File: src/rtl/div_seq.sv
// div_seq: multi-cycle signed/unsigned non-restoring integer divider with divide-by-zero detection
module div_seq #(
  parameter int WIDTH = 32,
  parameter int CW = $clog2(WIDTH)
) (
  input  logic             clock,
  input  logic             reset,
  input  logic             start,
  input  logic             is_signed,
  input  logic [WIDTH-1:0] dividend,
  input  logic [WIDTH-1:0] divisor,
  output logic [WIDTH-1:0] q,
  output logic [WIDTH-1:0] r,
  output logic             busy,
  output logic             done,
  output logic             div_zero
);
  typedef enum logic [1:0] {IDLE, RUN, FIX} state_t;
  state_t           state;
  logic [CW-1:0]    cnt;
  logic [WIDTH:0]   p;
  logic [WIDTH-1:0] a, d;
  logic             sign_q, sign_r, zero;
  logic [WIDTH-1:0] mag_dvd, mag_dvs, r_mag;
  logic [WIDTH:0]   p_sh, p_nxt;
  always_comb begin
    mag_dvd = (is_signed && dividend[WIDTH-1]) ? -dividend : dividend;
    mag_dvs = (is_signed && divisor[WIDTH-1]) ? -divisor : divisor;
    p_sh    = {p[WIDTH-1:0], a[WIDTH-1]};
    p_nxt   = p[WIDTH] ? p_sh + {1'b0, d} : p_sh - {1'b0, d};
    r_mag   = p[WIDTH-1:0] + (p[WIDTH] ? d : '0);
  end
  // a holds the dividend magnitude shifting out while quotient bits shift in;
  // on the zero path it keeps the raw dividend so it can be returned unmodified
  always_ff @(posedge clock or posedge reset) begin
    if (reset) begin
      state    <= IDLE;
      cnt      <= '0;
      p        <= '0;
      a        <= '0;
      d        <= '0;
      sign_q   <= 1'b0;
      sign_r   <= 1'b0;
      zero     <= 1'b0;
      q        <= '0;
      r        <= '0;
      busy     <= 1'b0;
      done     <= 1'b0;
      div_zero <= 1'b0;
    end else begin
      done <= 1'b0;
      case (state)
        IDLE: if (start) begin
          sign_q   <= is_signed & (dividend[WIDTH-1] ^ divisor[WIDTH-1]);
          sign_r   <= is_signed & dividend[WIDTH-1];
          zero     <= divisor == '0;
          a        <= divisor == '0 ? dividend : mag_dvd;
          d        <= mag_dvs;
          p        <= '0;
          cnt      <= '0;
          busy     <= 1'b1;
          div_zero <= 1'b0;
          state    <= divisor == '0 ? FIX : RUN;
        end
        RUN: begin
          p     <= p_nxt;
          a     <= {a[WIDTH-2:0], ~p_nxt[WIDTH]};
          cnt   <= cnt + 1'b1;
          state <= cnt == CW'(WIDTH-1) ? FIX : RUN;
        end
        FIX: begin
          q        <= zero ? '1 : (sign_q ? -a : a);
          r        <= zero ? a : (sign_r ? -r_mag : r_mag);
          div_zero <= zero;
          done     <= 1'b1;
          busy     <= 1'b0;
          state    <= IDLE;
        end
        default: state <= IDLE;
      endcase
    end
  end
endmodule

File: config.mk
export PLATFORM = sky130hd
export DESIGN_NAME = div_seq
export DESIGN_NICKNAME = d
export VERILOG_FILES = /design/src/rtl/div_seq.sv
export SDC_FILE = /design/constraint.sdc
export NUM_CORES = 1
export LEC_CHECK = 0
export BUFFER_PORTS_ARGS = -buffer_cell sky130_fd_sc_hd__clkbuf_2
export CAP_MARGIN = 20
export CORE_AREA = 2 2 248 250
export DETAILED_ROUTE_END_ITERATION = 10
export DIE_AREA = 0 0 250 252
export GPL_ROUTABILITY_DRIVEN = 0
export GPL_TIMING_DRIVEN = 0
export MAX_ROUTING_LAYER = met4
export SLEW_MARGIN = 40
export SYNTH_ARGS = -nofsm -noshare
export SYNTH_HDL_FRONTEND = slang
export SYNTH_SLANG_ARGS = --single-unit
export TNS_END_PERCENT = 30
File: constraint.sdc
create_clock -name clock -period 5.8 [get_ports clock]
set_clock_uncertainty 0.2 [all_clocks]
set_input_delay 0.87 -clock clock [delete_from_list [all_inputs] [get_ports clock]]
set_output_delay 0.87 -clock clock [all_outputs]
set_load 0.01 [all_outputs]
==> results.md, run 1 <==
* Worst path arrival time at between 5 and 6 ns
* Synth async-reset ratio at 100%
* PwrDens at between 600 and 700 nW/um^2
* Net load switching power at between 5 and 6 mW
* CTS tree: yes
* Yosys reg bits at 174
* Gr busiest metal: met2
* Ys Warns at 0
* Final hold viol count at 0
* ANT nets after route at 0
* CTS root buf: clkbuf_16
* Sequential share of the synthesized area at around a third
* Max-Cap Viols at 0
* Finished Core Util at a little over a quarter
* Via count at 12900
* Vias in the first global route at 12500
* Internal power at 5.52 mW
* Syn_nets at 1816
* Detailed Route WL at around 46000 um
* Clk sink count at around 170
* Fin crit period at 5.39 ns
* Peak VDD IR at 0.316 mV
* RSZ-0062 raised after global routing: no
* Reg power frac at 20.5%
* Avg WL per Cell at 17.3 um
* Net count, final at 1971
* Total GRT Usage at 15.0%
* Tightest Hold Check Type: input port to async pin
* First-pass GRT wire length at 72000 um
* P_leak at 6.82 nW
* Crit-path max FO at 10
* Switching part of the total at 50.4%
* Reg2reg setup slack at 0.41 ns
* Synth unique cells at 82
* Syn Inst Count at 1676
* Final Cycle Share at slightly above 90%
* Worst setup margin at 0.406 ns
* Synth-to-layout area growth at 17.4%
* Num ports at 135
* CP required at 5.93 ns
* Hold Buf Count CTS at 0
* Vias per cell at 4.89
* Die Ht at 252 um
* Share of layout cells above drive strength 1 at 10.8%
* Worst Setup End Kind: flip-flop
* Outcome: finished clean
* Drt first-iter violations at 1088
* Mean area per synthesized cell at 8.17 sq um
* Comb power frac at 68.0%
* Initial Util at 22.8%
* Reg clk slew, reported paths at 0.08 ns
* DRT Pass-1 Iters at 6
* CTS H-tree lvls at 4
* # rows at 90
* Max_slew headroom at 44.3%
* Fill count at 6601
* Peak Freq at approximately 0.19 GHz
* Overall Power at approximately 11 mW
* M1 GR Usage at 19.5%
* CTS buffer count at 17
* Clk buf depth at 2
* Dpl cells at 2594
* Placeable Area at 60100 sq um
* Clock share of power at 11.5%
* Reg2Reg Depth at 17
* Routing usage on met3 at ~3.2%
* Hold WS at 0.210 ns
* Grt total ovfl at 0
* Non-filler instance count after layout at 2632
* Clock Latency Late Sink at 0.47 ns
* Final setup violation count at 0
* DP HPWL at 36500 um
* CP startpoint kind: flip-flop
* Initial antenna violation count at 6
* R2R Path End: r[31]
* Pins Over Slew Limit at 0
* Post-Syn Area at 13700 sq um
* Largest net degree at the start of global routing at 68
* WS Path Type: flip-flop to flip-flop
* DRC errors left at 0
* DIE AREA at 63000 sq um
* Die width at 250 um
* Worst R2R Start: p[32]
* Met2 Track Usage GR at 23.2%
* Number of synthesized flops with an enable pin at 0
* Input/output buffers at between 100 and 150
* Tightest Pin Transition at 0.836 ns
* Post-synth top flop: dfrtp_1
* Place WS at 0.184 ns
cells in the final DEF, fill, tap and decap left out, drive strengths merged, types with 6 or more instances in the layout:
| cell | instances |
|---|---|
| a21oi | 150 |
| o211ai | 8 |
| mux2i | 14 |
| xnor2 | 63 |
| dfrtp | 174 |
| a31oi | 12 |
| nor4 | 9 |
| ha | 70 |
| clkbuf | 230 |
| o21a | 18 |
| and3 | 13 |
| nand2 | 168 |
| and2 | 37 |
| or3 | 19 |
| diode | 6 |
| xor2 | 126 |
| nor2b | 18 |
| nand3 | 35 |
| o31ai | 34 |
| nor2 | 146 |
| a2111oi | 8 |
| inv | 38 |
| buf | 12 |
| o21bai | 8 |
| or2 | 8 |
| nand4 | 19 |
| nand2b | 21 |
| nor3 | 29 |
| or4 | 10 |
| o41ai | 15 |
| a22oi | 32 |
| a21o | 32 |
| o21ai | 184 |
| a211oi | 11 |
metrics by stage:
| step | TNS (ns) | cell area (sq um) |
|---|---|---|
| after floorplan | 0 | 13700 |
| after global placement | -384.34 | 15300 |
| after detailed placement | 0 | 15400 |
| after CTS | 0 | 16000 |
| after global routing | 0 | 16100 |
| final | 0 | 16100 |
cells in the mapped netlist (4+ instances only):
master     number  area (sq um)
and3_1         13          81.3
nand2_1       168           631
nand3_1        35           175
or4_1          10          75.1
and4_1          4          35.0
o21bai_1        8          60.1
nand4_1        19           119
and2_1         36           225
a31oi_1        12          75.1
dfrtp_1       174          4350
xor2_1        126          1100
o211ai_1        7          52.6
ha_1           70           876
mux2i_1        14           140
nor2_1        145           544
o21ai_1        24           120
xnor2_1        62           543
nor3_1         29           145
o41ai_1        14           123
or2_2           5          31.3
clkbuf_1       76           285
o21ai_0       160           801
inv_1          34           128
nand3b_1        5          37.5
a21oi_1       149           746
nand2b_1       21           131
or3_1          18           113
a21o_1         32           240
o21a_1         18           135
nand4b_1        5          43.8
nor4_1          8          50.1
a2111oi_0       5          43.8
o31ai_1        34           255
a22oi_1        32           240
and3b_1         4          35.0
nor2b_1        18           113
buf_1           6          22.5
a211oi_1       10          75.1
layout make-up:
cell class                 instances  area, sq um  share of cell area, %
multi-input combinational       1381         8880                   55.2
buffer                            86          349                   2.17
clock inverter                    12          176                   1.10
antenna                            6         15.0                 0.0934
timing repair buffer             136          726                   4.51
inverter                          35          139                  0.864
sequential                       174         4350                   27.1
clock buffer                      20          457                   2.84
tap                              782          978                   6.09
repair_timing:
item	in CTS	in global routing
endpoints found under the setup margin	0	2
buffers inserted	0	0
hold endpoints to repair	0	0
gates resized for setup	0	3
worst max-delay path by stage:
| stage | startpoint | end | slack [ns] | depth (start not counted) |
|---|---|---|---|---|
| final | p[32] | r[31] | 0.41 | 17 |
| after global routing | d[5] | a[0] | 0.14 | 17 |
| after CTS | d[5] | a[0] | 0.17 | 17 |
| after detailed placement | d[5] | a[0] | 0.18 | 17 |
| after global placement | reset | p[25] | -2.23 | 2 |
| after floorplan | reset | a[0] | 0.01 | 1 |
registers in the layout, indices dropped and copies added, names as in the netlist, 2 cells and up:
signal and flops:
cnt 5, a 32, r 32, d 32
p 33, q 32, state 2
worst max-delay path, stage by stage (launching register included):
cell,delay (ns)
dfrtp_1,0.41
clkbuf_2,0.26
inv_1,0.33
nor2_1,0.14
ha_1,0.24
fa_1,0.43
a211o_1,0.32
nand3_1,0.14
a21oi_2,0.13
o21ai_0,0.17
nor4bb_1,0.55
and4_1,0.28
clkbuf_1,0.24
nand4_1,0.25
or2_1,0.33
o41a_1,0.46
xnor2_1,0.26
a21oi_1,0.11
cell families (layout without fill, tap and decap cells):
logic type	after synthesis	in the layout	share of synthesized area, %
buf+inv	121	289	3.49
xor+xnor	189	189	12.1
mux	15	15	1.11
simple gates	557	557	19.8
other cells	0	6	0
compound gates	548	548	25.0
fa+ha+maj	72	72	6.69
flops	174	174	31.8
metal layers:
layer / vias to the layer above / wire [um]
met5: - / 0
met4: 0 / 1160
met3: 51 / 3120
met2: 412 / 20100
met1: 6057 / 21200
li1: 6352 / -
power by group through the flow:
stage | clock network, mW | logic (mW) | registers (mW)
final | 1.28 | 7.57 | 2.28
after global routing | 1.34 | 8.53 | 2.33
after CTS | 1.29 | 7.50 | 2.26
after detailed placement | 0 | 7.44 | 2.29
after global placement | 0 | 7.39 | 2.29
after floorplan | 0 | 5.88 | 2.05
Note: power is estimated with default switching activity, not from simulation.
==> run 2, diff against run 1 <==
Settings changed: BUFFER_PORTS_ARGS -buffer_cell sky130_fd_sc_hd__clkbuf_2 to -buffer_cell sky130_fd_sc_hd__buf_2.
==> run 2 against run 1 <==
Net effect: sequential share of layout area rose by 0.070 points; maximum frequency rose by 0.37%; utilization fell by 0.069 points; sequential power barely moved; wire length rose by 0.60%; clock power fell by 7%; register-to-register slack improved by 0.02 ns; final area fell by 0.26%; non-clock buffer count did not move; critical path depth did not move; sequential cell count did not move; global-route usage fell by 0.12 points; critical endpoint unchanged; largest power group unchanged.
==> results.md, run 2 (synthesis results as in run 1) <==
* Outcome: finished clean (unchanged)
* Synth-to-layout area growth at 17.1% (was 17.4%)
* WS Path Type: flip-flop to flip-flop (unchanged)
* Largest register by flop count: p (unchanged)
* DP HPWL at 36500 um (about the same)
* PwrDens at 689 nW/um^2 (was 692 nW/um^2)
* CTS tree: yes (unchanged)
* DRT Pass-1 Iters at 6 (unchanged)
* Clock share of power at 10.7% (was 11.5%)
* Total GRT Usage at 14.9% (was 15.0%)
* Peak Freq at 0.186 GHz (was 0.185 GHz)
* Worst Setup End Kind: flip-flop (unchanged)
* Die width at 250 um (unchanged)
* # rows at 90 (unchanged)
* Clk sink count at 174 (unchanged)
* Net load switching power at 5.64 mW (was 5.61 mW)
* Fin crit period at 5.37 ns (was 5.39 ns)
* Place WS at 0.190 ns (was 0.184 ns)
* Avg WL per Cell at 17.4 um (was 17.3 um)
* Final setup violation count at 0 (unchanged)
* Die Ht at 252 um (unchanged)
* Hold WS at 0.226 ns (was 0.210 ns)
* CP required at 5.93 ns (about the same)
* Comb power frac at 68.6% (was 68.0%)
* Switching part of the total at 51.0% (was 50.4%)
* Tightest Hold Check Type: input port to async pin (unchanged)
* Final Cycle Share at 92.7% (was 93.0%)
* Max_slew headroom at 40.5% (was 44.3%)
* Drt first-iter violations at 1142 (was 1088)
* Cell area after layout at 16000 sq um (was 16100 sq um)
* Pins Over Slew Limit at 0 (unchanged)
* Placed Area at 15400 sq um (unchanged)
* Worst path arrival time at 5.51 ns (was 5.53 ns)
* Overall Power at 11.0 mW (was 11.1 mW)
* Most frequent cells in the layout: dfrtp_1, nand2_1, o21ai_0 (unchanged)
* Tightest Pin Transition at 0.885 ns (was 0.836 ns)
* CTS buffer count at 17 (unchanged)
* CTS H-tree lvls at 4 (unchanged)
* Clk buf depth at 2 (unchanged)
* DIE AREA at 63000 sq um (unchanged)
* First-pass GRT wire length at 71500 um (was 72000 um)
* Num ports at 135 (unchanged)
* Max reg flops at 33 (unchanged)
* Worst setup margin at 0.426 ns (was 0.406 ns)
* Initial antenna violation count at 14 (was 6)
* Reg clk slew, reported paths at 0.08 ns (about the same)
* Initial Util at 22.8% (unchanged)
* RSZ-0062 raised after global routing: no (unchanged)
* P_leak at 6.80 nW (was 6.82 nW)
* Final hold viol count at 0 (unchanged)
* DRC errors left at 0 (unchanged)
* Share of layout cells above drive strength 1 at 10.7% (was 10.8%)
* Vias per cell at 4.89 (about the same)
* CTS root buf: clkbuf_16 (unchanged)
* Input/output buffers at 134 (unchanged)
* Grt total ovfl at 0 (unchanged)
* Placeable Area at 60100 sq um (unchanged)
* Max-Cap Viols at 0 (unchanged)
* Peak VDD IR at 0.271 mV (was 0.316 mV)
* Internal power at 5.41 mW (was 5.52 mW)
* Crit-path max FO at 10 (unchanged)
* Via count at 12900 (about the same)
* Net count, final at 1971 (unchanged)
* Setup TNS at 0 ns (unchanged)
* ANT nets after route at 0 (unchanged)
* Reg power frac at 20.7% (was 20.5%)
* Detailed Route WL at 45800 um (was 45600 um)
* Largest net degree at the start of global routing at 66 (was 68)
* Vias in the first global route at 12300 (was 12500)
* Commonest non-fill, non-tap cell in the layout: dfrtp_1 (unchanged)
* Clock Latency Late Sink at 0.46 ns (was 0.47 ns)
* CP startpoint kind: flip-flop (unchanged)
## run 2: cell types whose count changed in the layout (fill, tap and decap cells not counted), moves of 2 or more
cell and delta:
bufinv_16 -2, clkbuf_2 -134, clkbuf_8 -2, diode_2 +8, buf_2 +134
## run 2: power by group through the flow
stage	Combinational (mW)	Sequential, mW	Clock [mW]
floorplan	5.88	2.05	0
global placement	7.39	2.29	0
detailed placement	7.44	2.29	0
CTS	7.49	2.26	1.21
global route	8.53	2.33	1.25
finish	7.58	2.28	1.19
## run 2: what timing repair did
action,4_1_cts,5_1_grt
setup buffers,0,0
resized for setup,0,3
setup endpoints to repair,0,2
hold buffers,0,0
endpoints found under the hold margin,0,0
## run 2: worst max-delay path, cell delays in order, from the launching register on
cell and delay [ns]:
dfrtp_1 0.41, clkbuf_2 0.25, inv_1 0.32, nor2_1 0.14
ha_1 0.24, fa_1 0.43, a211o_1 0.32, nand3_1 0.15
a21oi_2 0.13, o21ai_0 0.19, nor4bb_1 0.57, and4_1 0.28
clkbuf_1 0.23, nand4_1 0.24, or2_1 0.33, o41a_1 0.46
xnor2_1 0.25, a21oi_1 0.10
## run 2: cell type report
cell class,count,area [sq um]
fill,6628,44100
multi-input combinational,1381,8870
sequential,174,4350
tap,782,978
clock inverter,14,149
timing repair buffer,136,726
inverter,35,139
clock buffer,18,429
antenna,14,35.0
buffer,86,349
## run 2: final timing paths
check | end | start | depth (start not counted) | slack, ns
worst max-delay path | r[31] | p[32] | 17 | 0.43
worst min-delay path | r[3] | reset | 2 | 0.23
worst max register to register | r[31] | p[32] | 17 | 0.43
worst min register to register | r[6] | r[6] | 2 | 0.28
max in group asynchronous | cnt[0] | reset | 3 | 4.49
min in group clock | r[6] | r[6] | 2 | 0.28
## run 2: routing by layer
metal | share of wire, % | vias up | global-route usage (%) | wire length (um)
li1 | - | 6365 | - | -
met1 | 47 | 6088 | 19.7 | 21700
met2 | 44 | 389 | 22.6 | 20200
met3 | 6.3 | 60 | 3.07 | 2910
met4 | 2.4 | 0 | 4.69 | 1110
met5 | 0 | - | - | 0
## run 2: through the flow
step / util, % / cells
after CTS: 26.6 / 2626
final: 26.7 / 2640
after global placement: 25.5 / 2592
after detailed placement: 25.6 / 2594
after floorplan: - / 1676
after global routing: 26.7 / 2640
==> run 3, diff against run 2 <==
--- a/config.mk
+++ b/config.mk
@@ -7,4 +7,6 @@
 export LEC_CHECK = 0
-export BUFFER_PORTS_ARGS = -buffer_cell sky130_fd_sc_hd__buf_2
+export BUFFER_PORTS_ARGS = -buffer_cell sky130_fd_sc_hd__buf_4
 export CAP_MARGIN = 20
+export CELL_PAD_IN_SITES_DETAIL_PLACEMENT = 0
+export CELL_PAD_IN_SITES_GLOBAL_PLACEMENT = 2
 export CORE_AREA = 2 2 248 250
@@ -15,2 +17,3 @@
 export MAX_ROUTING_LAYER = met4
+export PLACE_DENSITY_LB_ADDON = 0.1
 export SLEW_MARGIN = 40
==> constraint.sdc (replaced) <==
create_clock -name clock -period 5.8 [get_ports clock]
set_clock_uncertainty 0.2 [all_clocks]
set_input_delay 1.16 -clock clock [delete_from_list [all_inputs] [get_ports clock]]
set_output_delay 1.16 -clock clock [all_outputs]
set_load 0.01 [all_outputs]
==> run 3 against run 2 <==
Net effect: largest cell class unchanged; setup slack improved by 0.068 ns; register-to-register slack improved by 0.07 ns; clock power rose by 6%; non-clock buffer count is 8 higher; final cell count decreased by 0.23%; total power is 4.5% higher; sequential cell count did not move; clock-buffer cell count down 1; wire length up 20%; die area stayed put; global-route usage grew 3.5 points; worst hold slack improved by 0.063 ns.
==> results.md, run 3 (synthesis results as in run 1) <==
* # rows at 90 (unchanged)
* CTS root buf: clkbuf_16 (unchanged)
* Placed Area at 15900 sq um (was 15400 sq um)
* Die Ht at 252 um (unchanged)
* Net load switching power at 6.01 mW (was 5.64 mW)
* Critical path origin: d[5] (was p[32])
* Peak VDD IR at 0.238 mV (was 0.271 mV)
* CTS buffer count at 17 (unchanged)
* Largest net degree at the start of global routing at 24 (was 66)
* Initial antenna violation count at 0 (was 14)
* Peak Freq at 0.188 GHz (was 0.186 GHz)
* PwrDens at 697 nW/um^2 (was 689 nW/um^2)
* Clk sink count at 174 (unchanged)
* N_diodes at 0 (was 14)
* Clock share of power at 10.9% (was 10.7%)
* Hold EP: cnt[3]
* Internal power at 5.54 mW (was 5.41 mW)
* Startpoint of the worst hold path: cnt[3]
* Tightest Pin Transition at 0.811 ns (was 0.885 ns)
* CP required at 5.97 ns (was 5.93 ns)
* Crit-path leading delay family: simple AND/OR/NAND/NOR gates (unchanged)
* Worst path bufs/invs at 0 (was 3)
* Worst R2R Start: d[5] (was p[32])
* DRT Pass-1 Iters at 5 (was 6)
* Die width at 250 um (unchanged)
* Reg2reg setup slack at 0.49 ns (was 0.43 ns)
* Max_slew headroom at 45.2% (was 40.5%)
* DRC errors left at 0 (unchanged)
* Fin crit period at 5.31 ns (was 5.37 ns)
* CP most frequent cell: nor2_1
* Switching part of the total at 52.0% (was 51.0%)
* DP HPWL at 45100 um (was 36500 um)
* First-pass GRT wire length at 84200 um (was 71500 um)
* Slowest-stage cell, CP: or4_1 (was nor4bb_1)
* P_leak at 6.99 nW (was 6.80 nW)
* Comb power frac at 69.2% (was 68.6%)
* Outcome: finished clean (unchanged)
* Worst path arrival time at 5.47 ns (was 5.51 ns)
* Placeable Area at 60100 sq um (unchanged)
* Initial Util at 22.8% (unchanged)
* CTS tree: yes (unchanged)
* Reg power frac at 20.0% (was 20.7%)
* Vias in the first global route at 13000 (was 12300)
* Max-Cap Viols at 0 (unchanged)
* Hold path cells at 1
* Max reg flops at 33 (unchanged)
* Drt first-iter violations at 754 (was 1142)
* Reg clk slew, reported paths at 0.08 ns (about the same)
* Final Cycle Share at 91.5% (was 92.7%)
* Fill count at 6608 (was 6628)
* Synth-to-layout area growth at 21.0% (was 17.1%)
* R2R Path End: a[0] (was r[31])
* Total GRT Usage at 18.4% (was 14.9%)
* CP peak stage delay at 0.65 ns (was 0.57 ns)
* Share of layout cells above drive strength 1 at 11.9% (was 10.7%)
* Reg2Reg Depth at 17 (unchanged)
* Grt total ovfl at 0 (unchanged)
* Setup TNS at 0 ns (unchanged)
* Cell area after layout at 16600 sq um (was 16000 sq um)
* Final hold viol count at 0 (unchanged)
* ANT nets after route at 0 (unchanged)
* Commonest non-fill, non-tap cell in the layout: dfrtp_1 (unchanged)
* Num ports at 135 (unchanged)
* Largest register by flop count: p (unchanged)
* CP Cell Sequence: or4_1 > nor4b_2 > and2_1 > nor2_1 > xor2_1 > ha_1 > nand2_1 > o21ai_0 > a2111oi_0 > or3_1 > o311a_1 > a21oi_1 > nand4_1 > a31oi_1 > nor2_1 > mux2i_1 > a2111oi_4 (was clkbuf_2 > inv_1 > nor2_1 > ha_1 > fa_1 > a211o_1 > nand3_1 > a21oi_2 > o21ai_0 > nor4bb_1 > and4_1 > clkbuf_1 > nand4_1 > or2_1 > o41a_1 > xnor2_1 > a21oi_1)
* Pins Over Slew Limit at 0 (unchanged)
* Most frequent cells in the layout: dfrtp_1, nand2_1, o21ai_0 (unchanged)
* Crit-path max FO at 7 (was 10)
* Vias per cell at 4.84 (was 4.89)
* Clk buf depth at 2 (unchanged)
* Avg WL per Cell at 21.0 um (was 17.4 um)
* Final setup violation count at 0 (unchanged)
* Via count at 12800 (was 12900)
* Tightest Hold Check Type: flip-flop to flip-flop (was input port to async pin)
* Net count, final at 1979 (was 1971)
* Detailed Route WL at 55200 um (was 45800 um)
* Input/output buffers at 134 (unchanged)
* Clock Latency Late Sink at 0.51 ns (was 0.46 ns)
* Worst Setup End Kind: flip-flop (unchanged)
* CP startpoint kind: flip-flop (unchanged)
* DIE AREA at 63000 sq um (unchanged)
* WS Path Type: flip-flop to flip-flop (unchanged)
* Hold Buf Count CTS at 0 (unchanged)
* RSZ-0062 raised after global routing: no (unchanged)
* CTS H-tree lvls at 4 (unchanged)
## run 3: changes by cell type in the layout (fill, tap and decap cells not counted), sizes merged
cell and delta:
inv -1, clkinvlp +1, clkbuf -1, bufinv +1
diode -14, buf +8
## run 3: final cells by class
cell class | instances | area [sq um] | share of cell area, %
well taps | 782 | 978 | 5.90
repair buffers | 144 | 1220 | 7.38
inverters | 35 | 139 | 0.838
plain buffers | 86 | 355 | 2.14
multi-input cells | 1381 | 8920 | 53.8
flip-flops and latches | 174 | 4350 | 26.3
clock inverters | 15 | 175 | 1.06
clock buffers | 17 | 425 | 2.57
## run 3: stage by stage
step           setup slack, ns  hold WS, ns  util, %  std cells  power [mW]
3_3_place_gp            -0.843        0.276     26.1       2592        10.3
2_1_floorplan             1.41        0.249        -       1676        7.93
6_report                 0.494        0.288     27.6       2634        11.5
4_1_cts                 0.0496        0.300     27.5       2633        11.6
5_1_grt                 0.0468        0.317     27.6       2634        12.7
3_5_place_dp           0.00190        0.285     26.5       2601        10.3
## run 3: worst max-delay path by stage
stage,endpoint,slack (ns),cells after the start
finish,a[0],0.49,17
CTS,a[0],0.05,17
floorplan,r[31],1.41,17
global route,r[31],0.05,17
global placement,a[0],-0.84,17
detailed placement,r[31],0.002,17
## run 3: power groups by stage
stage	clock network (mW)	registers (mW)	logic, mW
floorplan	0	2.05	5.88
global placement	0	2.34	7.92
detailed placement	0	2.34	7.96
CTS	1.31	2.31	8.01
global route	1.34	2.37	8.99
finish	1.26	2.31	7.98
## run 3: what timing repair did
item,in CTS,in global routing
endpoints found under the setup margin,1,4
setup buffers,0,1
gates cloned,0,0
endpoints found under the hold margin,0,0
resized for setup,2,3
## run 3: per-layer routing
layer  vias to the layer above  routed length [um]  global-route usage, %
li1                       6373                   -                      -
met1                      6101               26400                   23.7
met4                         0                1600                   6.78
met3                        49                1480                   2.48
met5                         -                   0                      -
met2                       232               25800                   29.4
